<file path="src/rtl/pic_ack_if.sv">
// Bus bundle between the 8259A acknowledge sequencer and its surroundings
// (IRR/IMR/ICW2 sources, OCW2 write path, CPU interrupt line and data-bus driver).
interface pic_ack_if;
  logic [7:0] IRR;
  logic [7:0] IMR;
  logic       INTA;
  logic [7:0] ICW2;
  logic [7:0] OCW2;
  logic       OCW2_WR;
  logic       INT;
  logic [7:0] ISR;
  logic [7:0] IRR_CLR;
  logic [7:0] DOUT;
  logic       DOUT_EN;

  modport slave (
    input  IRR, IMR, INTA, ICW2, OCW2, OCW2_WR,
    output INT, ISR, IRR_CLR, DOUT, DOUT_EN
  );

  modport master (
    output IRR, IMR, INTA, ICW2, OCW2, OCW2_WR,
    input  INT, ISR, IRR_CLR, DOUT, DOUT_EN
  );
endinterface

</file>
<file path="src/rtl/pic_ack_sequencer.sv">
// 8259A 8086-mode two-pulse INTA sequencer with ISR, priority pointer and OCW2 EOI handling.
// Optional feature macro PIC_ROTATE_EN enables a writable lowest-priority pointer (rotation).
module pic_ack_sequencer (
  input  logic        clk,
  input  logic        reset,
  pic_ack_if.slave    bus
);

  localparam logic [2:0] SPURIOUS_LEVEL = 3'd7;

  typedef enum logic [1:0] {IDLE, ACK1, WAIT2, ACK2} state_t;

  state_t     r_state;
  state_t     w_state_next;
  logic       r_inta_d;
  logic [7:0] r_isr;
  logic [7:0] r_irr_clr;
  logic [7:0] r_dout;
  logic       r_dout_en;
  logic       r_int;
  logic [2:0] r_lvl;

  logic [2:0] w_lp;
  logic       w_fall;
  logic       w_rise;
  logic [7:0] w_req;
  logic [3:0] w_req_pick;
  logic [3:0] w_isr_pick;
  logic       w_eligible;
  logic [7:0] w_isr_set;
  logic [7:0] w_isr_clr;
  logic [2:0] w_lvl_next;
  logic       w_dout_load;
  logic       w_dout_clr;

  // {found, level} of the highest-priority set bit; priority starts at lp+1 and descends.
  function automatic logic [3:0] prio_pick(input logic [7:0] v, input logic [2:0] lp);
    logic [3:0] res;
    logic [2:0] idx;
    res = 4'd0;
    for (int i = 7; i >= 0; i--) begin
      idx = lp + 3'd1 + 3'(i);
      if (v[idx]) res = {1'b1, idx};
    end
    return res;
  endfunction

  // 0 = highest priority position on the ring.
  function automatic logic [2:0] prio_rank(input logic [2:0] lvl, input logic [2:0] lp);
    return lvl - lp - 3'd1;
  endfunction

  function automatic logic [7:0] onehot(input logic [2:0] lvl);
    return 8'd1 << lvl;
  endfunction

`ifdef PIC_ROTATE_EN
  logic [2:0] r_lp;
  logic       w_lp_load;
  logic [2:0] w_lp_val;
  assign w_lp = r_lp;
`else
  assign w_lp = 3'd7;
`endif

  assign w_fall     = r_inta_d & ~bus.INTA;
  assign w_rise     = ~r_inta_d & bus.INTA;
  assign w_req      = bus.IRR & ~bus.IMR;
  assign w_req_pick = prio_pick(w_req, w_lp);
  assign w_isr_pick = prio_pick(r_isr, w_lp);
  assign w_eligible = w_req_pick[3] &&
                      (!w_isr_pick[3] ||
                       (prio_rank(w_req_pick[2:0], w_lp) < prio_rank(w_isr_pick[2:0], w_lp)));

  always_comb begin
    w_isr_clr = '0;
`ifdef PIC_ROTATE_EN
    w_lp_load = 1'b0;
    w_lp_val  = r_lp;
`endif
    if (bus.OCW2_WR) begin
      case (bus.OCW2[7:5])
        3'b001: if (w_isr_pick[3]) w_isr_clr = onehot(w_isr_pick[2:0]);
        3'b011: w_isr_clr = onehot(bus.OCW2[2:0]);
`ifdef PIC_ROTATE_EN
        3'b101: if (w_isr_pick[3]) begin
          w_isr_clr = onehot(w_isr_pick[2:0]);
          w_lp_load = 1'b1;
          w_lp_val  = w_isr_pick[2:0];
        end
        3'b111: begin
          w_isr_clr = onehot(bus.OCW2[2:0]);
          w_lp_load = 1'b1;
          w_lp_val  = bus.OCW2[2:0];
        end
        3'b110: begin
          w_lp_load = 1'b1;
          w_lp_val  = bus.OCW2[2:0];
        end
`else
        3'b101: if (w_isr_pick[3]) w_isr_clr = onehot(w_isr_pick[2:0]);
        3'b111: w_isr_clr = onehot(bus.OCW2[2:0]);
`endif
        default: ;
      endcase
    end
  end

  always_comb begin
    w_state_next = r_state;
    w_isr_set    = '0;
    w_lvl_next   = r_lvl;
    w_dout_load  = 1'b0;
    w_dout_clr   = 1'b0;
    case (r_state)
      IDLE: if (w_fall) begin
        w_state_next = ACK1;
        if (w_eligible) begin
          w_lvl_next = w_req_pick[2:0];
          w_isr_set  = onehot(w_req_pick[2:0]);
        end else begin
          w_lvl_next = SPURIOUS_LEVEL;
        end
      end
      ACK1:  if (w_rise) w_state_next = WAIT2;
      WAIT2: if (w_fall) begin
        w_state_next = ACK2;
        w_dout_load  = 1'b1;
      end
      ACK2:  if (w_rise) begin
        w_state_next = IDLE;
        w_dout_clr   = 1'b1;
      end
      default: w_state_next = IDLE;
    endcase
  end

  // INTA history follows the pin even in reset so releasing reset never fakes an edge.
  always_ff @(posedge clk) begin
    r_inta_d <= bus.INTA;
  end

  always_ff @(posedge clk) begin
    if (reset) begin
      r_state   <= IDLE;
      r_isr     <= '0;
      r_irr_clr <= '0;
      r_dout    <= '0;
      r_dout_en <= 1'b0;
      r_int     <= 1'b0;
      r_lvl     <= '0;
    end else begin
      r_state   <= w_state_next;
      r_isr     <= (r_isr & ~w_isr_clr) | w_isr_set;
      r_irr_clr <= w_isr_set;
      r_lvl     <= w_lvl_next;
      r_int     <= (w_state_next == IDLE) && w_eligible;
      if (w_dout_load) begin
        r_dout    <= {bus.ICW2[7:3], r_lvl};
        r_dout_en <= 1'b1;
      end else if (w_dout_clr) begin
        r_dout    <= '0;
        r_dout_en <= 1'b0;
      end
    end
  end

`ifdef PIC_ROTATE_EN
  always_ff @(posedge clk) begin
    if (reset)          r_lp <= 3'd7;
    else if (w_lp_load) r_lp <= w_lp_val;
  end
`endif

  assign bus.INT     = r_int;
  assign bus.ISR     = r_isr;
  assign bus.IRR_CLR = r_irr_clr;
  assign bus.DOUT    = r_dout;
  assign bus.DOUT_EN = r_dout_en;

endmodule

</file>
<file path="src/flat_wrapper.sv">
// flat-port wrapper written by rule: the top's interface ports become plain ports
module pic_ack_sequencer_flat 
  (clk, reset, bus_IRR, bus_IMR, bus_INTA, bus_ICW2, bus_OCW2, bus_OCW2_WR, bus_INT, bus_ISR, bus_IRR_CLR, bus_DOUT, bus_DOUT_EN);
  pic_ack_if bus_i ();
  input  logic clk;
  input  logic reset;
  input wire logic [$bits(bus_i.IRR)-1:0] bus_IRR;
  input wire logic [$bits(bus_i.IMR)-1:0] bus_IMR;
  input wire logic [$bits(bus_i.INTA)-1:0] bus_INTA;
  input wire logic [$bits(bus_i.ICW2)-1:0] bus_ICW2;
  input wire logic [$bits(bus_i.OCW2)-1:0] bus_OCW2;
  input wire logic [$bits(bus_i.OCW2_WR)-1:0] bus_OCW2_WR;
  output wire logic [$bits(bus_i.INT)-1:0] bus_INT;
  output wire logic [$bits(bus_i.ISR)-1:0] bus_ISR;
  output wire logic [$bits(bus_i.IRR_CLR)-1:0] bus_IRR_CLR;
  output wire logic [$bits(bus_i.DOUT)-1:0] bus_DOUT;
  output wire logic [$bits(bus_i.DOUT_EN)-1:0] bus_DOUT_EN;
  assign bus_i.IRR = bus_IRR;
  assign bus_i.IMR = bus_IMR;
  assign bus_i.INTA = bus_INTA;
  assign bus_i.ICW2 = bus_ICW2;
  assign bus_i.OCW2 = bus_OCW2;
  assign bus_i.OCW2_WR = bus_OCW2_WR;
  assign bus_INT = bus_i.INT;
  assign bus_ISR = bus_i.ISR;
  assign bus_IRR_CLR = bus_i.IRR_CLR;
  assign bus_DOUT = bus_i.DOUT;
  assign bus_DOUT_EN = bus_i.DOUT_EN;
  pic_ack_sequencer u_core (.clk(clk), .reset(reset), .bus(bus_i));
endmodule
</file>
<file path="config.mk">
export PLATFORM = sky130hd
export DESIGN_NAME = pic_ack_sequencer_flat
export DESIGN_NICKNAME = d
export VERILOG_FILES = /design/src/rtl/pic_ack_if.sv /design/src/rtl/pic_ack_sequencer.sv /design/src/flat_wrapper.sv
export SDC_FILE = /design/constraint.sdc
export NUM_CORES = 1
export LEC_CHECK = 0
export BUFFER_PORTS_ARGS = -buffer_cell sky130_fd_sc_hd__clkbuf_2
export CORE_MARGIN = 5
export CORE_UTILIZATION = 35
export CTS_BUF_LIST = sky130_fd_sc_hd__clkbuf_16
export DETAILED_ROUTE_END_ITERATION = 12
export SLEW_MARGIN = 10
export SYNTH_ARGS = -nofsm -noshare
export SYNTH_HDL_FRONTEND = slang
export SYNTH_SLANG_ARGS = --single-unit
</file>
<file path="constraint.sdc">
create_clock -name clk -period 3 [get_ports clk]
set_input_delay 0.6 -clock clk [delete_from_list [all_inputs] [get_ports clk]]
set_output_delay 0.6 -clock clk [all_outputs]
set_load 0.02 [all_outputs]
</file>
**Word-level counts from Yosys, hierarchy flattened**

Cells that the tools add are included.

- Magnitude comparators: 1
- Muxes and demuxes: 36
- Bitwise gates (word level): 9
- Equal/unequal tests: 7
- Shift operators: 3
- $add $sub $neg: 4
- Reduce and logical (&&, ||, !) cells: 10

Operators by type and width:

| operator | number |
|---|---|
| 2-to-1 mux 4 bit | 16 |
| 2-to-1 mux 8 bit | 7 |
| << shifter 1 x 3 -> 8 bit, first input constant | 3 |
| bitwise AND 8 bit | 2 |
| NOT 8 bit | 2 |
| case mux 8 bit (2 select lines) | 1 |
| 2-to-1 mux 2 bit | 4 |
| bitwise OR 8 bit | 1 |
| case mux 2 bit (4 select lines) | 1 |
| equality test 3 bit, second input constant | 2 |
| 2-to-1 mux 1 bit | 6 |
| subtractor 3 x 1 -> 3 bit, second input constant | 2 |
| subtractor 3 bit, second input constant | 2 |
| equality test 2 bit, second input constant | 2 |
| logical NOT 2 bit | 2 |
| OR reduction 2 bit | 2 |
| equality test 3 x 1 -> 1 bit, second input constant | 1 |
| equality test 3 x 2 -> 1 bit, second input constant | 1 |
| < comparator 3 bit | 1 |
| 2-to-1 mux 3 bit | 1 |
| bitwise AND 1 bit | 2 |
| equality test 2 x 1 -> 1 bit, second input constant | 1 |
| logical AND 1 bit | 2 |
| NOT 1 bit | 2 |
| other kinds (4) | 4 |

- Register bits after elaboration: 32
- Word-level logic and storage cells: 78

**Depth between registers and ports, before layout**

- Word-level depth: 19
- Mapped depth: 9

**Worst setup path before layout**

Ideal clock, no wire load.

- Path kind: input -> register
- Start: input port bus_IMR[0]
- End: register u_core.r_isr[3] (netlist: u_core.bus.ISR[3])
- Stages on the path: 9
- Setup slack: 0.733 ns
- Buffers on the path: 0
- Arrival: 2.127 ns
- Cells stage by stage: nand2b_1 > nand4_1 > a21oi_1 > ha_1 > nor2_1 > a31oi_1 > o21ai_1 > a31oi_1 > o32ai_1

- Cells in the longest elaborated chain, start to end: 12
- Elaborated cells between the ends (all ways): 13

Ends and longest elaborated chain:

| what | line | RTL |
|---|---|---|
| start: declaration | flat_wrapper.sv:8 | `input wire logic [$bits(bus_i.IMR)-1:0] bus_IMR;` |
| NOT 8 bit (*) | pic_ack_sequencer.sv:68 | `assign w_req = bus.IRR & ~bus.IMR;` |
| bitwise AND 8 bit (*) | pic_ack_sequencer.sv:68 |  |
| 2-to-1 mux 4 bit (*) | pic_ack_sequencer.sv:43 | `if (v[idx]) res = {1'b1, idx};` |
| subtractor 3 bit | pic_ack_sequencer.sv:50 | `return lvl - lp - 3'd1;` |
| subtractor 3 x 1 -> 3 bit | pic_ack_sequencer.sv:50 |  |
| < comparator 3 bit | pic_ack_sequencer.sv:73 | `(prio_rank(w_req_pick[2:0], w_lp) < prio_rank(w_isr_pick[2:0], w_lp)));` |
| logical OR 1 bit | pic_ack_sequencer.sv:72 | `(!w_isr_pick[3] \|\|` |
| logical AND 1 bit | pic_ack_sequencer.sv:71 | `assign w_eligible = w_req_pick[3] &&` |
| 2-to-1 mux 8 bit (*) | pic_ack_sequencer.sv:118 | `if (w_eligible) begin` |
| 2-to-1 mux 8 bit (*) | pic_ack_sequencer.sv:116 | `IDLE: if (w_fall) begin` |
| 2-to-1 mux 8 bit (*) | pic_ack_sequencer.sv:115 | `case (r_state)` |
| bitwise OR 8 bit (*) | pic_ack_sequencer.sv:154 | `r_isr <= (r_isr & ~w_isr_clr) \| w_isr_set;` |
| end signal: assignment | pic_ack_sequencer.sv:154 |  |
| end: declaration | pic_ack_sequencer.sv:16 | `logic [7:0] r_isr;` |

Every way passes the cells marked *; elsewhere a longest branch is shown, timed or not.
A chain may end at the register's enable or synchronous reset.

**Worst setup path after layout**

Ends and elaborated chain as after synthesis.

==> flow_summary.ini <==
[worst_setup_path]
critical_path_class = input pin to flop
critPathRequiredTime_ns = 3.15
arrival_ns = 2.60
path_max_fanout = 5
cp-end-kind = flop
startpoint_type = input pin

[final_layout]
drive_gt1_share_pct = 33.20
diodes = 0
fin_area_mm2 = 0.002165
finalNetCount = 292
area_delta_synth_final_pct = 28.24

[floorplan]
core_area_mm2 = 0.004692
initial_core_util_pct = 35.97
rows = 25
ios = 62
fp.dieW_um = 79.45
dieHeight_um = 79.45
die_area_mm2 = 0.006312

[synthesis]
synth.avg_cell_area_um2 = 8.525
synth_edf_count = 0
ys_seq_area_share_pct = 37.95
yosys_warnings = 0
synth_top_area_cell = dfxtp_1
synthDistinctLibCells = 55
synth_top_area_share_pct = 37.95
synth_ff_type = dfxtp_1
yosys-top-cells-area = dfxtp_1 38%, nor2_1 5.3%, a22oi_1 3.6%
syn_inst = 198
syn-num-nets = 235
synth_area_mm2 = 0.001688
synthArstFlopShare_pct = 0
synth_seq_cells = 32

[detailed_routing]
ant_nets = 0
via_per_inst = 5.381
drc_errors = 0
routed_wirelength_um = 4443
wl_per_cell_um = 14.33
firstDrtPassIters = 4
drt_iter0_markers = 86
vias = 1668

[pwr]
leakagePower_nw = 0.9261
power.density_mw_per_mm2 = 541.6
ir_drop_mv = 0.2310

[grt]
grt_pass1_vias = 1541
antenna_found_initial = 0
grt_max_degree = 18
gr-total-overflow = 0
track_usage_pct = 14.75
grt_pass1_wl_um = 7238

[cts]
cts_made_buffers = 5
cts_tree = built
clock_path_buffers = 2
clock_sinks = 32
cts_resized = 0
h-tree-depth = 2
postCtsSetupBuffers = 0
root_buffer = clkbuf_16
cts_hold_buf = 0
insertion_delay_ns = 0.28
clk_pin_slew_worst_paths_ns = 0.05

[status]
status = completed

[sta]
rsz0062_at_grt = false
min_period_ns = 2.454
drv_slew = 0
relSlewSlack_pct = 60.92
tightest_slew_ns = 0.5823
finalCritPeriodShare_pct = 81.80
tns_ns = 0
skew_ns = 0.004838
max_freq_ghz = 0.4075
setup_violations = 0
hold_violations = 0

[placement]
gp_congestion = 0.8598
port_buffers = 55
dpl_cell_area_mm2 = 0.002001
place_hpwl_um = 3340

[job]
max-cap-violations = 0

[worst_hold_path]
hp-class = flop to flop
## report_power, final
group / internal (mW) / leakage [nW] / switching, mW
combinational: 0.0674 / 0.582 / 0.0958
sequential: 0.437 / 0.259 / 0.0118
clock: 0.386 / 0.0850 / 0.174
## critical path, cell delays in order
cell and delay [ns]:
clkbuf_2 0.08, nand2b_1 0.22, nand4_1 0.22, a21oi_1 0.22, ha_1 0.24, nor2_1 0.07, a31oi_1 0.27, o21ai_1 0.16
a31oi_1 0.27, buf_4 0.18, o32ai_1 0.06
## worst paths after layout
kind,from,endpoint,slack [ns],cells past startpoint
setup reg to reg,u_core.bus.ISR[0],u_core.bus.INT,0.67,9
hold / removal,u_core.bus.DOUT_EN,u_core.bus.DOUT_EN,0.47,2
hold reg to reg,u_core.bus.DOUT_EN,u_core.bus.DOUT_EN,0.47,2
setup / recovery,bus_IMR[0],u_core.bus.ISR[3],0.55,11
## cells by family (layout without fill, tap and decap cells)
kind of cell    Yosys count  count (layout)  share of synthesized area [%]
fa+ha+maj                 1               1                         0.7412
flops                    32              32                          37.95
buf+inv                  14              72                          4.225
compound gates           64              64                          27.58
simple gates             86              86                          28.98
xor+xnor                  1               1                         0.5190
## cell usage after synthesis (5+ instances only)
master and n:
a21oi_1 9, o21ai_1 5, nand3_1 5, nand2_1 14, nand2b_1 7, nor2_1 24, inv_1 6, nor3_1 9
a22oi_1 8, dfxtp_1 32, o21ai_0 10, a31oi_1 6
## sequential cells by signal, summed over array words and instances (netlist names)
register	flops
u_core.r_inta_d	1
u_core.r_lvl	3
u_core.bus.INT	1
u_core.bus.ISR	8
u_core.r_state	2
u_core.bus.DOUT	8
u_core.bus.DOUT_EN	1
u_core.bus.IRR_CLR	8
## placed cells by master, fill, tap and decap left out, types with 2 or more instances in the layout
| cell type | netlist | final |
|---|---|---|
| o21ai_0 | 10 | 10 |
| buf_4 | 0 | 2 |
| inv_1 | 6 | 7 |
| or2_2 | 2 | 2 |
| o32ai_1 | 3 | 3 |
| nor2_2 | 2 | 2 |
| a31oi_1 | 6 | 6 |
| or3_1 | 2 | 2 |
| o211ai_1 | 2 | 2 |
| a21oi_1 | 9 | 9 |
| o31ai_1 | 2 | 2 |
| nand2b_1 | 7 | 7 |
| dfxtp_1 | 32 | 32 |
| nand2_2 | 2 | 2 |
| nand2_1 | 14 | 14 |
| o31ai_2 | 2 | 2 |
| clkbuf_2 | 0 | 55 |
| nor2b_1 | 3 | 3 |
| clkbuf_16 | 0 | 5 |
| a22oi_1 | 8 | 8 |
| a31o_1 | 2 | 2 |
| nor4_2 | 2 | 2 |
| o21ai_1 | 5 | 5 |
| and2_1 | 2 | 2 |
| nor3_1 | 9 | 9 |
| nand3b_1 | 2 | 2 |
| nand4_1 | 2 | 2 |
| nand3_1 | 5 | 5 |
| nor2_1 | 24 | 24 |
## metal layers
layer / part of all wire, % / wire length (µm) / track usage (%) / up-vias
met1: 46 / 2049 / 18.47 / 764
met3: 5.1 / 225 / 4.628 / 9
li1: - / - / - / 847
met4: 1.9 / 83 / 5.670 / 0
met5: 0 / 0 / 0 / -
met2: 47 / 2084 / 23.54 / 48
## per-stage QoR
step | hold WS [ns] | setup slack, ns | utilization (%) | instances | total power, mW
after floorplan | 0.4601 | 0.7326 | - | 198 | 0.5671
after global placement | 0.4567 | 0.2838 | 42.64 | 302 | 0.6180
after detailed placement | 0.4642 | 0.3020 | 42.64 | 302 | 0.6189
after CTS | 0.4737 | 0.5748 | 46.13 | 310 | 1.186
after global routing | 0.4907 | 0.3529 | 46.13 | 310 | 1.226
final | 0.4732 | 0.5459 | 46.13 | 310 | 1.172
## final cells by class
cell class | instances | area, µm²
clock buffers | 5 | 125.1
clock inverters | 3 | 38.79
fillers | 469 | 2527
inverters | 7 | 26.28
multi-input cells | 152 | 975.9
flip-flops and latches | 32 | 640.6
well taps | 54 | 67.56
repair buffers | 57 | 290.3
Note: power is estimated with default switching activity, not from simulation.
